[src/rtl/chan_err_sched.sv]
`timescale 1ns/1ps
`default_nettype none
// +--------------------------------------------------------------------------+
// | chan_err_sched: burst error-injection scheduler between encoder/decoder  |
// | Optional statistics counters: define CHAN_ERR_STATS_EN.  Revision: 1.0   |
// +--------------------------------------------------------------------------+
module chan_err_sched #(
  parameter int PERIOD_W = 8,
  parameter int BURST_W  = 4
) (
  input  logic                clk,
  input  logic                rst,
  input  logic                cfg_load,
  input  logic [PERIOD_W-1:0] cfg_period,
  input  logic [BURST_W-1:0]  cfg_burst,
  input  logic [PERIOD_W-1:0] cfg_offset,
  input  logic [1:0]          cfg_mask,
  input  logic                sym_valid_i,
  input  logic [1:0]          sym_i,
  output logic                sym_valid_o,
  output logic [1:0]          sym_o,
  output logic                inj_o,
  output logic [15:0]         sym_ct_o,
  output logic [15:0]         bad_bit_ct_o
);

  localparam int EFF_W = (PERIOD_W > BURST_W) ? PERIOD_W : BURST_W;

  typedef enum logic [1:0] {
    ST_DISABLED = 2'd0,
    ST_WAIT     = 2'd1,
    ST_BURST    = 2'd2
  } state_t;

  state_t              state_q, state_d;
  logic [PERIOD_W-1:0] wait_ct_q, wait_ct_d;
  logic [BURST_W-1:0]  burst_ct_q, burst_ct_d;
  logic [PERIOD_W-1:0] period_q, period_d;
  logic [BURST_W-1:0]  burst_q, burst_d;
  logic [1:0]          mask_q, mask_d;
  logic                sym_valid_q, sym_valid_d;
  logic [1:0]          sym_q, sym_d;
  logic                inj_q, inj_d;

  logic                corrupt;
  logic [BURST_W-1:0]  eff_m1;

  // Burst never longer than the period, so eff-1 always fits in BURST_W bits.
  always_comb begin
    if (EFF_W'(burst_q) <= EFF_W'(period_q)) eff_m1 = burst_q - BURST_W'(1);
    else                                     eff_m1 = BURST_W'(period_q - PERIOD_W'(1));
  end

  always_comb begin
    state_d    = state_q;
    wait_ct_d  = wait_ct_q;
    burst_ct_d = burst_ct_q;
    period_d   = period_q;
    burst_d    = burst_q;
    mask_d     = mask_q;
    corrupt    = 1'b0;

    if (cfg_load) begin
      period_d   = cfg_period;
      burst_d    = cfg_burst;
      mask_d     = cfg_mask;
      wait_ct_d  = cfg_offset;
      burst_ct_d = '0;
      if ((cfg_period != '0) && (cfg_burst != '0) && (cfg_mask != 2'b00)) state_d = ST_WAIT;
      else                                                              state_d = ST_DISABLED;
    end else if (sym_valid_i) begin
      case (state_q)
        ST_WAIT, ST_BURST: begin
          if (wait_ct_q == '0) begin
            corrupt    = 1'b1;
            wait_ct_d  = period_q - PERIOD_W'(1);
            burst_ct_d = eff_m1;
            state_d    = (eff_m1 != '0) ? ST_BURST : ST_WAIT;
          end else if (state_q == ST_WAIT) begin
            wait_ct_d = wait_ct_q - PERIOD_W'(1);
          end else begin
            corrupt    = 1'b1;
            wait_ct_d  = wait_ct_q - PERIOD_W'(1);
            burst_ct_d = burst_ct_q - BURST_W'(1);
            if (burst_ct_q == BURST_W'(1)) state_d = ST_WAIT;
          end
        end
        default: ;
      endcase
    end
  end

  always_comb begin
    sym_valid_d = sym_valid_i;
    inj_d       = sym_valid_i & corrupt;
    sym_d       = sym_q;
    if (sym_valid_i) sym_d = corrupt ? (sym_i ^ mask_q) : sym_i;
  end

  always_ff @(posedge clk or negedge rst) begin
    if (!rst) begin
      state_q     <= ST_DISABLED;
      wait_ct_q   <= '0;
      burst_ct_q  <= '0;
      period_q    <= '0;
      burst_q     <= '0;
      mask_q      <= 2'b00;
      sym_valid_q <= 1'b0;
      sym_q       <= 2'b00;
      inj_q       <= 1'b0;
    end else begin
      state_q     <= state_d;
      wait_ct_q   <= wait_ct_d;
      burst_ct_q  <= burst_ct_d;
      period_q    <= period_d;
      burst_q     <= burst_d;
      mask_q      <= mask_d;
      sym_valid_q <= sym_valid_d;
      sym_q       <= sym_d;
      inj_q       <= inj_d;
    end
  end

  assign sym_valid_o = sym_valid_q;
  assign sym_o       = sym_q;
  assign inj_o       = inj_q;

`ifdef CHAN_ERR_STATS_EN
  logic [15:0] sym_ct_q, sym_ct_d;
  logic [15:0] bad_bit_ct_q, bad_bit_ct_d;
  logic [1:0]  mask_pop;
  logic [16:0] bad_sum;

  always_comb begin
    mask_pop     = {1'b0, mask_q[1]} + {1'b0, mask_q[0]};
    bad_sum      = {1'b0, bad_bit_ct_q} + 17'(mask_pop);
    sym_ct_d     = sym_ct_q;
    bad_bit_ct_d = bad_bit_ct_q;
    if (cfg_load) begin
      sym_ct_d     = '0;
      bad_bit_ct_d = '0;
    end else if (sym_valid_i) begin
      if (sym_ct_q != 16'hFFFF) sym_ct_d = sym_ct_q + 16'd1;
      if (corrupt) bad_bit_ct_d = bad_sum[16] ? 16'hFFFF : bad_sum[15:0];
    end
  end

  always_ff @(posedge clk or negedge rst) begin
    if (!rst) begin
      sym_ct_q     <= '0;
      bad_bit_ct_q <= '0;
    end else begin
      sym_ct_q     <= sym_ct_d;
      bad_bit_ct_q <= bad_bit_ct_d;
    end
  end

  assign sym_ct_o     = sym_ct_q;
  assign bad_bit_ct_o = bad_bit_ct_q;
`else
  assign sym_ct_o     = 16'h0000;
  assign bad_bit_ct_o = 16'h0000;
`endif

endmodule
`default_nettype wire
[config.mk]
export PLATFORM = sky130hd
export DESIGN_NAME = chan_err_sched
export DESIGN_NICKNAME = d
export VERILOG_FILES = /design/src/rtl/chan_err_sched.sv
export SDC_FILE = /design/constraint.sdc
export NUM_CORES = 1
export LEC_CHECK = 0
export ABC_AREA = 1
export BUFFER_PORTS_ARGS = -buffer_cell sky130_fd_sc_hd__buf_2
export CORE_UTILIZATION = 35
export DETAILED_ROUTE_END_ITERATION = 16
export PLACE_DENSITY_LB_ADDON = 0.1
export SYNTH_ARGS = -nofsm -noshare
export SYNTH_HDL_FRONTEND = slang
export SYNTH_SLANG_ARGS = --single-unit
[constraint.sdc]
create_clock -name clk -period 1.7 [get_ports clk]
set_clock_uncertainty 0.2 [all_clocks]
set_input_delay 0.085 -clock clk [delete_from_list [all_inputs] [get_ports clk]]
set_output_delay 0.085 -clock clk [all_outputs]
set_load 0.02 [all_outputs]
==> summary.txt, run 1 <==
Status
  – Status: finished, violations left
  – Violated checks: DRC, setup timing

Power
  – Reg power frac: between 30 and 40%
  – Worst VDD drop: about 0.43 mV
  – Power per cell area: between 800 and 900 mW/mm^2
  – Comb pwr share: 43.4%
  – Sw Ratio: around 37%
  – Psw: 1.10 mW
  – LEAKAGE: roughly 1.8 nW
  – Final Total Pwr: just under 3 mW
  – Clk network pwr share: 22.5%
  – Internal Power: approximately 1.8 mW

Logic synthesis
  – Synth Register Bits: 32
  – Synth top area share: between 30 and 40%
  – Count of different cell masters after synthesis: 36
  – Synthesized area: 0.00236 mm^2
  – Post-synth top cells: nand2_1, inv_1, buf_4, dfrtp_1, o21ai_0
  – Sequential fraction of the synthesis area: about a third
  – Count leader, synth: nand2_1
  – Main synth FF type: dfrtp_1
  – Top area cells in the synthesized netlist: dfrtp_1, nand2_1, buf_4, inv_1, ha_1
  – Async set-or-reset flop fraction in the synthesized netlist: 100%
  – Yosys top cell by area: dfrtp_1
  – Warnings from Yosys: 0
  – EDFF count, synth: 0
  – Avg Cell Area, Syn: 7.41 um^2
  – Mapped Cells: 319

Global route
  – First-pass GRT wire length: about 9900 um
  – Vias in the first global route: between 2000 and 2500
  – Total track usage: between 10% and 20%
  – Initial antenna violation count: 0
  – Congestion Overflow GR: 0
  – Largest net degree at the start of global routing: 33

Routing
  – Max layer used: met4
  – Met3 wire length: ~160 um
  – Post-route ant nets: 0
  – Final wirelength: 5980 um
  – DRT iter0 DRCs: 63
  – Metal2 WL: about 2900 um
  – Via density: roughly 4.6
  – Routed len/inst: 11.9 um
  – M1 WL: around 2900 um
  – Vias: between 2000 and 2500
  – DR pass1 iterations: 10
  – Residual DRC: 4

Clocking
  – CTS Root Cell: clkbuf_8
  – Clock transition at the registers of the reported paths: about 0.07 ns
  – Cts bufs inserted: 5
  – CTS tree: yes
  – H-tree depth: 2
  – CTS sink cnt: 32
  – Buffer depth of the longest clock path: 2
  – Worst-skew pair later-pin latency: between 0.2 and 0.3 ns

Die
  – Initial Util: a little under two fifths
  – Die ar.: between 0.007 and 0.008 mm^2
  – Die extent in x: roughly 84 um
  – CORE AREA: around 0.0064 mm^2
  – Die H: 84.2 um
  – # IOs: 64
  – Rows: 29

Layout
  – Layout cells sized above 1: between 30% and 40%
  – NumNets Final: between 400 and 500
  – Layout area overhead: 49.1%
  – Fill cells: 627
  – # diodes: 0

Timing
  – Minimum clock period: 1.84 ns
  – Worst slew pin tran: 0.488 ns
  – Fin Hold WS: roughly 0.063 ns
  – Final setup TNS: -0.970 ns
  – RSZ-0062 raised after global routing: yes
  – Final slew viol count: 0
  – Relative slew slack: between 60% and 70%
  – Final WS setup: -0.144 ns
  – Final setup viols: 13
  – Final Hold Viols: 0
  – Crit share post-route: 108%
  – Fmax: roughly 540 MHz

Setup path
  – Worst Setup End Kind: register
  – Critical Path AT: roughly 1.9 ns
  – Critical path startpoint category: register
  – CP max stage delay: between 0.3 and 0.4 ns
  – Most used cell, CP: buf_4
  – CP Max Fanout: 8
  – Worst setup path category: register to register
  – Data required time at the worst endpoint: approximately 1.7 ns
  – Slowest-stage cell, CP: dfrtp_1
  – Cell Chain, Critical Path: inv_2 > ha_4 > nand2_4 > nor2_4 > nand3_4 > buf_4 > buf_4 > a21oi_1 > o211ai_1 > o21ai_1

Placed design
  – Routability cong.: 0.821
  – Buffers on Ports: 31
  – Hpwl dp: 4270 um

Job
  – Max Cap Viol: 0

Worst hold path
  – Worst Hold Class: input port to register
==> power by group through the flow <==
stage | combinational [mW] | clock, mW | sequential [mW]
after floorplan | 0.706 | 0 | 1.00
after global placement | 1.01 | 0 | 1.01
after detailed placement | 1.02 | 0 | 1.01
after CTS | 1.15 | 0.679 | 0.997
after global routing | 1.42 | 0.711 | 1.02
final | 1.27 | 0.658 | 1.00
==> area by class of cell <==
class                           count  area, um^2  area share, %
Tap cell                           77        96.3           2.73
Sequential cell                    32         801           22.7
Timing Repair Buffer              109         862           24.5
Multi-Input combinational cell    239        1510           42.8
Clock buffer                        7        96.3           2.73
Inverter                           39         159           4.51
==> sequential cells by signal (all words and copies together) (netlist names) <==
name         flops
burst_ct_q       4
inj_o            1
state_q          2
sym_o            2
wait_ct_q        8
mask_q           2
sym_valid_o      1
burst_q          4
period_q         8
==> what timing repair did <==
item / 4_1_cts / 5_1_grt
endpoints found under the hold margin: 57 / 0
setup buffers: 7 / 6
gates resized for setup: 26 / 51
pin swaps: 24 / 35
endpoints found under the setup margin: 16 / 17
hold buffers: 28 / 0
==> cell usage in the layout (no fill, tap or decap), types with 2 or more instances in the layout <==
cell,count
a21oi_1,6
buf_12,2
buf_2,31
buf_4,41
buf_6,7
clkbuf_8,7
conb_1,32
dfrtp_1,32
dlygate4sd3_1,28
ha_1,6
ha_4,5
inv_1,29
inv_2,8
nand2_1,66
nand2_2,11
nand2_4,5
nand3_1,8
nand3_2,7
nand3_4,3
nand4_1,4
nor2_1,12
nor2_2,5
nor2_4,7
nor3_1,2
nor4_1,3
o211ai_1,3
o21ai_0,17
o21ai_1,9
o21ai_2,5
o21ai_4,2
o22ai_1,3
xnor2_1,2
xor2_1,5
==> critical path: cells and delay by family (launching register included) <==
family,cells,cell delay (ns)
adder cells (fa/ha/maj),1,0.14
flip-flops,1,0.39
AND/OR/NAND/NOR,3,0.36
AO/OA/AOI/OAI,3,0.30
buffers and inverters,3,0.40
==> logic make-up (layout without fill, tap and decap cells) <==
logic type | count (synthesis) | in the layout | synth area share (%)
and+or+nand+nor | 136 | 136 | 26.2
xor gates and xnor gates | 8 | 8 | 2.96
other | 1 | 32 | 0.159
AOI/OAI and AO/OA | 52 | 52 | 12.7
adders and majority gates | 11 | 11 | 5.82
buffers and inverters | 79 | 155 | 18.3
DFF | 32 | 32 | 33.9
==> through the flow <==
| step | setup slack, ns | std cells | area, um^2 | util [%] |
|---|---|---|---|---|
| 3_3_place_gp | -0.131 | 457 | 2780 | 43.3 |
| 3_5_place_dp | -0.162 | 457 | 2780 | 43.3 |
| 2_1_floorplan | -0.0404 | 350 | 2490 | - |
| 5_1_grt | -0.252 | 503 | 3520 | 54.9 |
| 6_report | -0.144 | 503 | 3520 | 54.9 |
| 4_1_cts | -0.163 | 498 | 3300 | 51.5 |
==> routing by layer <==
metal  up-vias  track usage [%]
met5         -                0
met4         0             5.17
met3         4             2.95
met2        47             30.7
met1      1063             22.9
li1       1178                -
==> final timing paths <==
path | start | to | slack [ns] | cells past startpoint
max | wait_ct_q[1] | burst_ct_q[1] | -0.14 | 10
min reg2reg | sym_o[0] | sym_o[0] | 0.29 | 2
min in group asynchronous | rst | period_q[2] | 0.08 | 3
max in group asynchronous | rst | mask_q[1] | 1.04 | 3
max reg2reg | wait_ct_q[1] | burst_ct_q[1] | -0.14 | 10
min | cfg_load | mask_q[1] | 0.06 | 4
(Power assumes the default switching activity.)
==> inputs of run 2 (changes only) <==
==> constraint.sdc (replaced) <==
create_clock -name clk -period 2 [get_ports clk]
set_clock_uncertainty 0.2 [all_clocks]
set_input_delay 0.1 -clock clk [delete_from_list [all_inputs] [get_ports clk]]
set_output_delay 0.1 -clock clk [all_outputs]
set_load 0.02 [all_outputs]
==> run 2 against run 1 <==
Compared with the run above:
- the run ends with DRC left
- core utilization is 7.8 points lower
- die area is the same
- first-iteration DRC count up 60%
- largest cell class unchanged
- clock power fell by 20%
- via count decreased by 7.4%
- global-route usage decreased by 1.6 points
- cell count down 6.2%
- maximum frequency fell by 2.6%
- clock-buffer cell count increased by 1
- sequential share of layout area increased by 3.8 points
==> summary.txt, run 2 (same netlist as run 1, synthesis figures left out) <==
Global route
  – Largest net degree at the start of global routing: 35 (+6.1%)
  – Total track usage: 16.2% (-1.6 points)
  – First-pass GRT wire length: 9160 um (-7.9%)
  – Congestion Overflow GR: 0 (unchanged)
  – Vias in the first global route: 2050 (-6.6%)
  – Initial antenna violation count: 0 (unchanged)

Layout
  – Biggest regs: period_q: 8 flops, wait_ct_q: 8 flops
  – Commonest non-fill, non-tap cell in the layout: nand2_1
  – Utilization after layout: 47.0% (-7.8 points)
  – NumNets Final: 433 (-6.9%)
  – Layout area overhead: 27.8%
  – Fill cells: 675 (+7.7%)
  – Most frequent cells in the layout: nand2_1, inv_1, conb_1, dfrtp_1, buf_2
  – # diodes: 0 (unchanged)
  – Layout cells sized above 1: 21.5% (-15 points)

Timing
  – Final Hold Viols: 0 (unchanged)
  – Worst slew pin tran: 0.744 ns (+0.256 ns)
  – Relative slew slack: 50.4% (-17 points)
  – Final setup viols: 0 (-13)
  – Final WS setup: 0.108 ns (+0.252 ns)
  – Fmax: 528 MHz (-2.6%)
  – Crit share post-route: 94.6% (-14 points)
  – Final slew viol count: 0 (unchanged)
  – Minimum clock period: 1.89 ns (+0.0484 ns)

Setup path
  – Worst reg2reg startpoint: period_q[3]
  – Data required time at the worst endpoint: 1.98 ns (+0.26 ns)
  – Critical path startpoint category: register
  – CP Launch Point: period_q[3]
  – Critical Path AT: 1.87 ns (about the same)
  – Worst setup path category: register to register
  – Worst Setup End Kind: register
  – CP Max Fanout: 3 (-5)

Status
  – Status: finished, violations left
  – Violated checks: DRC

Routing
  – Via density: 4.50 (-1.3%)
  – DR pass1 iterations: 10 (unchanged)
  – DRT iter0 DRCs: 101 (+60%)
  – Routed len/inst: 11.5 um (-3.5%)
  – Residual DRC: 8 (+4)
  – Vias: 2123 (-7.4%)
  – Final wirelength: 5410 um (-9.5%)
  – Post-route ant nets: 0 (unchanged)

Die
  – # IOs: 64 (unchanged)
  – Die ar.: 0.00709 mm^2 (unchanged)
  – CORE AREA: 0.00642 mm^2 (unchanged)
  – Initial Util: 36.8% (unchanged)
  – Die extent in x: 84.2 um (unchanged)
  – Die H: 84.2 um (unchanged)
  – Rows: 29 (unchanged)

Placed design
  – Buffers on Ports: 31 (unchanged)
  – Post-place setup slack: 0.000280 ns (+0.163 ns)
  – Hpwl dp: 3890 um (-8.8%)
  – Routability cong.: 0.815 (-0.69%)

Clocking
  – Clock transition at the registers of the reported paths: 0.07 ns (about the same)
  – CTS tree: yes
  – Cts bufs inserted: 5 (unchanged)
  – CTS sink cnt: 32 (unchanged)
  – Worst-skew pair later-pin latency: 0.29 ns (about the same)
  – CTS Root Cell: clkbuf_8
  – H-tree depth: 2 (unchanged)
  – Buffer depth of the longest clock path: 2 (unchanged)

Power
  – Worst VDD drop: 0.310 mV (-27%)
  – Power per cell area: 730 mW/mm^2 (-12%)
  – LEAKAGE: 1.56 nW (-12%)

Job
  – Max Cap Viol: 0 (unchanged)

Worst hold path
  – Worst Hold Class: input port to register
  – Source of the worst hold timing path: cfg_load
run 2: cell count changes in the layout (fill, tap and decap cells not counted), moves of 4 or more:
| cell | change |
|---|---|
| nand2_2 | -7 |
| nor2_4 | -5 |
| nand3_1 | +4 |
| inv_2 | -6 |
| buf_6 | -6 |
| inv_1 | +6 |
| o21ai_0 | +6 |
| buf_4 | -24 |
| nor2_1 | +5 |
| nand2_1 | +12 |
| nand2_4 | -5 |
run 2: cell type report:
type | count | area, um^2 | area share (%)
Multi-Input combinational cell | 239 | 1310 | 43.4
Sequential cell | 32 | 801 | 26.5
Timing Repair Buffer | 77 | 574 | 19.0
Inverter | 39 | 150 | 4.97
Tap cell | 77 | 96.3 | 3.19
Clock buffer | 8 | 90.1 | 2.98
run 2: final timing paths:
kind	cells past startpoint	slack, ns	end
setup / recovery	14	0.11	state_q[0]
hold / removal	4	0.13	period_q[5]
setup reg to reg	14	0.11	state_q[0]
hold reg to reg	2	0.28	sym_o[0]
max in group asynchronous	2	0.91	mask_q[0]
min in group asynchronous	2	0.22	wait_ct_q[5]
run 2: per-layer routing:
layer	global-route usage, %	vias to the layer above	share of wire, %
li1	-	1113	-
met1	20.3	960	48
met2	28.6	45	48
met3	2.95	5	3.7
met4	4.70	0	1.2
met5	0	-	0
run 2: power breakdown:
group	switching [mW]	internal [mW]	leakage, nW
sequential	0.0998	0.758	0.388
clock	0.248	0.281	0.0455
combinational	0.475	0.344	1.13
run 2: worst max-delay path: stages (launching register included):
cell and delay [ns]:
dfrtp_1 0.37, inv_1 0.09, ha_4 0.28, nand2_2 0.05, nor2_2 0.12, nor2_2 0.06
buf_4 0.13, nand3_1 0.07, nand2_1 0.09, nand2_1 0.08, inv_1 0.04, nand2_1 0.06
nand2_1 0.05, nand2_1 0.06, nand2_1 0.05
run 2: what timing repair did:
| action | 4_1_cts | 5_1_grt |
|---|---|---|
| setup endpoints to repair | 1 | 9 |
| cloned | 0 | 0 |
| gates resized for setup | 0 | 15 |
| hold buffers | 28 | 0 |
| hold endpoints to repair | 57 | 0 |
| setup buffers | 1 | 7 |
| pin swaps | 0 | 5 |
run 2: through the flow:
stage                     area [um^2]  total power [mW]  TNS, ns  cells  hold WS, ns
final                            3020              2.20        0    472        0.135
after CTS                        2900              2.18        0    465        0.136
after floorplan                  2480              1.44        0    350       -0.396
after detailed placement         2520              1.60        0    428       0.0199
after global placement           2520              1.60        0    428       0.0208
after global routing             3020              2.39  -0.0312    472        0.173
